### config.mk
export PLATFORM = sky130hd
export DESIGN_NAME = serial_adder_ctrl
export DESIGN_NICKNAME = d
export VERILOG_FILES = /design/src/rtl/serial_adder_pkg.sv /design/src/rtl/serial_adder_ctrl_fa_bit.sv /design/src/rtl/serial_adder_ctrl.sv
export SDC_FILE = /design/constraint.sdc
export NUM_CORES = 1
export LEC_CHECK = 0
export ABC_AREA = 1
export CAP_MARGIN = 40
export CELL_PAD_IN_SITES_DETAIL_PLACEMENT = 0
export CELL_PAD_IN_SITES_GLOBAL_PLACEMENT = 1
export CORE_MARGIN = 8
export CORE_UTILIZATION = 41
export CTS_CLUSTER_SIZE = 24
export DETAILED_ROUTE_END_ITERATION = 10
export GPL_ROUTABILITY_DRIVEN = 0
export PLACE_DENSITY = 0.86
export SYNTH_ARGS = -nofsm -noshare
export SYNTH_HDL_FRONTEND = slang
export SYNTH_SLANG_ARGS = --single-unit
export TNS_END_PERCENT = 10
### constraint.sdc
create_clock -name clk -period 2.34 [get_ports clk]
set_input_delay 0.585 -clock clk [delete_from_list [all_inputs] [get_ports clk]]
set_output_delay 0.585 -clock clk [all_outputs]
set_load 0.01 [all_outputs]
### src/rtl/serial_adder_pkg.sv
// Shared types for the bit-serial adder.
// FSM state encoding and width limits.
package serial_adder_pkg;

  typedef enum logic [1:0] {
    IDLE = 2'b00,
    RUN  = 2'b01,
    DONE = 2'b10
  } state_e;

  localparam int WIDTH_MIN = 2;
  localparam int WIDTH_MAX = 32;

endpackage

### src/rtl/serial_adder_ctrl_fa_bit.sv
// One-bit full adder: two half adders plus an OR.
// Ports: x, y, ci in; s, co out.
module fa_bit (
  input  logic x,
  input  logic y,
  input  logic ci,
  output logic s,
  output logic co
);

  logic h1_s;
  logic h1_c;
  logic h2_c;

  assign h1_s = x ^ y;
  assign h1_c = x & y;
  assign s    = h1_s ^ ci;
  assign h2_c = h1_s & ci;
  assign co   = h1_c | h2_c;

endmodule

### src/rtl/serial_adder_ctrl.sv
// Bit-serial adder controller, LSB first, one bit/clk.
// Ports: clk, rst, start, a, b, cin -> busy, done, sum, cout.
module serial_adder_ctrl
  import serial_adder_pkg::*;
#(
  parameter int WIDTH = 4
) (
  input  logic             clk,
  input  logic             rst,
  input  logic             start,
  input  logic [WIDTH-1:0] a,
  input  logic [WIDTH-1:0] b,
  input  logic             cin,
  output logic             busy,
  output logic             done,
  output logic [WIDTH-1:0] sum,
  output logic             cout
);

  localparam int CNT_W = $clog2(WIDTH);
  localparam logic [CNT_W-1:0] CNT_MAX =
    CNT_W'(WIDTH - 1);

  state_e           state_q;
  logic [WIDTH-1:0] a_q;
  logic [WIDTH-1:0] b_q;
  logic [WIDTH-1:0] sum_q;
  logic [WIDTH-1:0] sum_d;
  logic [CNT_W-1:0] cnt_q;
  logic             carry_q;
  logic             cout_q;
  logic             busy_q;
  logic             done_q;
  logic             fa_s;
  logic             fa_co;

  fa_bit u_fa (
    .x  (a_q[0]),
    .y  (b_q[0]),
    .ci (carry_q),
    .s  (fa_s),
    .co (fa_co)
  );

  assign sum_d = {fa_s, sum_q[WIDTH-1:1]};

  always_ff @(posedge clk or posedge rst) begin
    if (rst) begin
      state_q <= IDLE;
      a_q     <= '0;
      b_q     <= '0;
      sum_q   <= '0;
      cnt_q   <= '0;
      carry_q <= 1'b0;
      cout_q  <= 1'b0;
      busy_q  <= 1'b0;
      done_q  <= 1'b0;
    end else begin
      done_q <= 1'b0;
      unique case (state_q)
        IDLE: begin
          if (start) begin
            a_q     <= a;
            b_q     <= b;
            carry_q <= cin;
            sum_q   <= '0;
            cout_q  <= 1'b0;
            cnt_q   <= '0;
            busy_q  <= 1'b1;
            state_q <= RUN;
          end
        end
        RUN: begin
          sum_q   <= sum_d;
          a_q     <= a_q >> 1;
          b_q     <= b_q >> 1;
          carry_q <= fa_co;
          if (cnt_q == CNT_MAX) begin
            // park at 0 so it never passes WIDTH-1
            cnt_q   <= '0;
            state_q <= DONE;
            busy_q  <= 1'b0;
            done_q  <= 1'b1;
            cout_q  <= fa_co;
          end else begin
            cnt_q <= cnt_q + CNT_W'(1);
          end
        end
        DONE: begin
          state_q <= IDLE;
        end
        default: begin
          state_q <= IDLE;
        end
      endcase
    end
  end

  assign busy = busy_q;
  assign done = done_q;
  assign sum  = sum_q;
  assign cout = cout_q;

endmodule

==> results.py <==
metrics = {
    "layout": {
        "multi_input_area_um2": 418,
        "finalNonFillerCells": 168,
        "fin_util_pct": 51.9,
        "n_fill_cell": 246,
        "regArea_um2": 500,
        "area_growth_pct": 20.9,
        "antenna_cells": 0,
        "fin_nets": 154,
        "layout-drive-gt1-share_pct": 16.7,
    },
    "logic_synthesis": {
        "syn_area_um2": 1050,
        "ys_warn_count": 0,
        "synth_nets": 134,
        "avgSynthCellArea_um2": 8.85,
        "ys_seq_area_share_pct": 47.5,
        "ys_types": 20,
        "syn_inst": 119,
        "ys_seq_elements": 20,
    },
    "clocking": {
        "h-tree-depth": 1,
        "clock_latency_ns": 0.31,
        "clock-root-buffer": "clkbuf_4",
        "path_clk_slew_ns": 0.11,
        "holdBufCountCts": 0,
        "cts_buffers": 3,
        "post_cts_buffers": 0,
        "clk_path_buf_depth": 2,
        "cts.sinks": 20,
        "cts_tree": "done",
        "cts_resized": 0,
    },
    "critical_path": {
        "r2r-start": "carry_q",
        "critical_path_class": "register to output pin",
        "regToRegSetupSlack_ns": 1.10,
        "r2r_cells": 7,
        "r2r_end": "carry_q",
        "required_ns": 1.75,
        "path_max_fanout": 1,
        "crit_buf_inv": 1,
        "startpoint_type": "register",
        "cp_cell_sequence": "clkdlybuf4s50_1",
        "end_kind": "output pin",
        "crit_path_top_delay_cell": "clkdlybuf4s50_1",
        "crit_path_max_incr_delay_ns": 0.56,
        "arrival_ns": 1.23,
        "path_delay_family": "buffers and inverters",
    },
    "route": {
        "ant_nets": 0,
        "drc": 0,
        "drt_wl_total_um": 2040,
        "wl_per_cell_um": 12.1,
        "num_vias": 769,
        "avgViaCountPerCell": 4.58,
        "drtIter0Drc": 16,
        "firstDrtPassIters": 4,
    },
    "min_path": {
        "min_from": "cout",
        "min_path_type": "register to register",
        "hold_end": "cout",
        "worst_hold_path.num_cells": 2,
    },
    "die": {
        "die_y_um": 66.7,
        "num_rows": 18,
        "die-width_um": 66.7,
        "coreArea_um2": 2450,
        "start_util_pct": 42.9,
        "boundaryPins": 19,
        "die_area_um2": 4450,
    },
    "pwr": {
        "powerDensity_nw_per_um2": 1270,
        "intPower_w": 0.000933,
        "total_power_w": 0.00161,
        "seq_power_share_pct": 37.0,
        "ir_drop_mv": 0.792,
        "power_frac_comb_pct": 50.2,
        "leakage_nw": 0.655,
        "clkPwrFrac_pct": 12.8,
        "p_sw_w": 0.000678,
        "p_sw_share_pct": 42.1,
    },
    "run": {
        "drv_cap": 0,
    },
    "timing": {
        "fmax_mhz": 550,
        "slew_viol_final": 0,
        "min_period_ns": 1.82,
        "tightest_slew_ns": 0.282,
        "hold_viol_final": 0,
        "finalClockSkew_ns": 0.00237,
        "fin_setup_tns_ns": 0,
        "setup_viol": 0,
        "timing.hold.ws_ns": 0.484,
        "rsz0062_at_grt": "no",
        "slew_headroom_pct": 81.2,
        "fin_crit_sh_pct": 77.7,
    },
    "placement": {
        "hpwlAfterDp_um": 1510,
        "io_buffers": 18,
        "dpl.cell_count": 164,
    },
    "global_routing": {
        "overflow": 0,
        "grt_pass1_vias": 789,
        "antenna_found_initial": 0,
        "grt_pass1_wl_um": 3590,
        "grt_usage_pct": 10.8,
        "grt_max_degree": 25,
    },
    "run_status": {
        "status": "finished clean",
    },
}
## cell usage in the layout, fill, tap and decap left out
cell and instances:
nor2_4 2, nand2_1 30, fa_1 1, dfrtp_1 20, clkbuf_8 1, o22ai_2 3
nand4_1 1, ha_1 2, inv_2 3, nand3_2 5, clkbuf_4 3, clkdlybuf4s50_1 18
nor2_1 4, nand2_2 2, o21ai_2 1, a21oi_1 1, buf_4 1, nand2_4 2
o21ai_1 4, inv_1 22, nand3_1 12
## cells in the mapped netlist (all sizes together)
cell type	instances	area [um2]
dfrtp	20	500
nor2	6	37.5
o22ai	3	37.5
nand3	17	110
fa	1	20.0
ha	2	25.0
a21oi	1	5.00
o21ai	5	28.8
nand2	34	148
inv	25	93.8
nand4	1	6.26
buf	4	41.3
## routing by layer
layer / global-route usage [%] / vias up / part of all wire (%)
li1: - / 402 / -
met1: 12.3 / 350 / 45
met2: 17.2 / 12 / 48
met3: 2.35 / 5 / 3.7
met4: 8.00 / 0 / 3.1
met5: 0 / - / 0
## area by class of cell
class	instances	share of cell area, %
Clock buffer	4	2.85
Inverter	25	7.37
Multi-Input combinational cell	70	32.8
Sequential cell	20	39.3
Tap cell	30	2.95
Timing Repair Buffer	19	14.7
## worst register-to-register path, cell delays in order (launching register included)
cell and delay [ns]:
dfrtp_1 0.38, inv_1 0.07, fa_1 0.44, inv_1 0.08, nand2_2 0.05, nand2_1 0.07
nand2_1 0.05, nand2_1 0.06
## registers in the layout, indices dropped and copies added (netlist names)
signal / cells
state_q: 2
a_q: 4
b_q: 4
cout: 1
busy: 1
carry_q: 1
done: 1
sum: 4
cnt_q: 2
## cells by family after synthesis
group	after synthesis	synth area share [%]
and+or+nand+nor	58	28.6
buffers and inverters	29	12.8
DFF	20	47.5
AOI/OAI and AO/OA	9	6.77
adders and majority gates	3	4.28
## power by group through the flow
stage / sequential (W) / clock [W] / combinational [W]
6_report: 0.000597 / 0.000206 / 0.000809
5_1_grt: 0.000617 / 0.000228 / 0.000927
2_1_floorplan: 0.000611 / 0 / 0.000624
3_3_place_gp: 0.000601 / 0 / 0.000802
4_1_cts: 0.000598 / 0.000218 / 0.000833
3_5_place_dp: 0.000605 / 0 / 0.000830
## through the flow
stage	worst slack [ns]	cell area, um2
floorplan	1.23	1050
global placement	0.595	1240
detailed placement	0.545	1240
CTS	0.489	1270
global route	0.464	1270
finish	0.522	1270
## worst max-delay path by stage
stage / from / endpoint / slack (ns) / depth (start not counted)
after floorplan: carry_q / sum[3] / 1.23 / 3
final: done / done / 0.52 / 1
after detailed placement: start / b_q[0] / 0.54 / 5
after global placement: start / b_q[0] / 0.60 / 5
after CTS: done / done / 0.49 / 1
after global routing: sum[3] / sum[3] / 0.46 / 1
No activity file was read; power rests on OpenSTA's default activity.
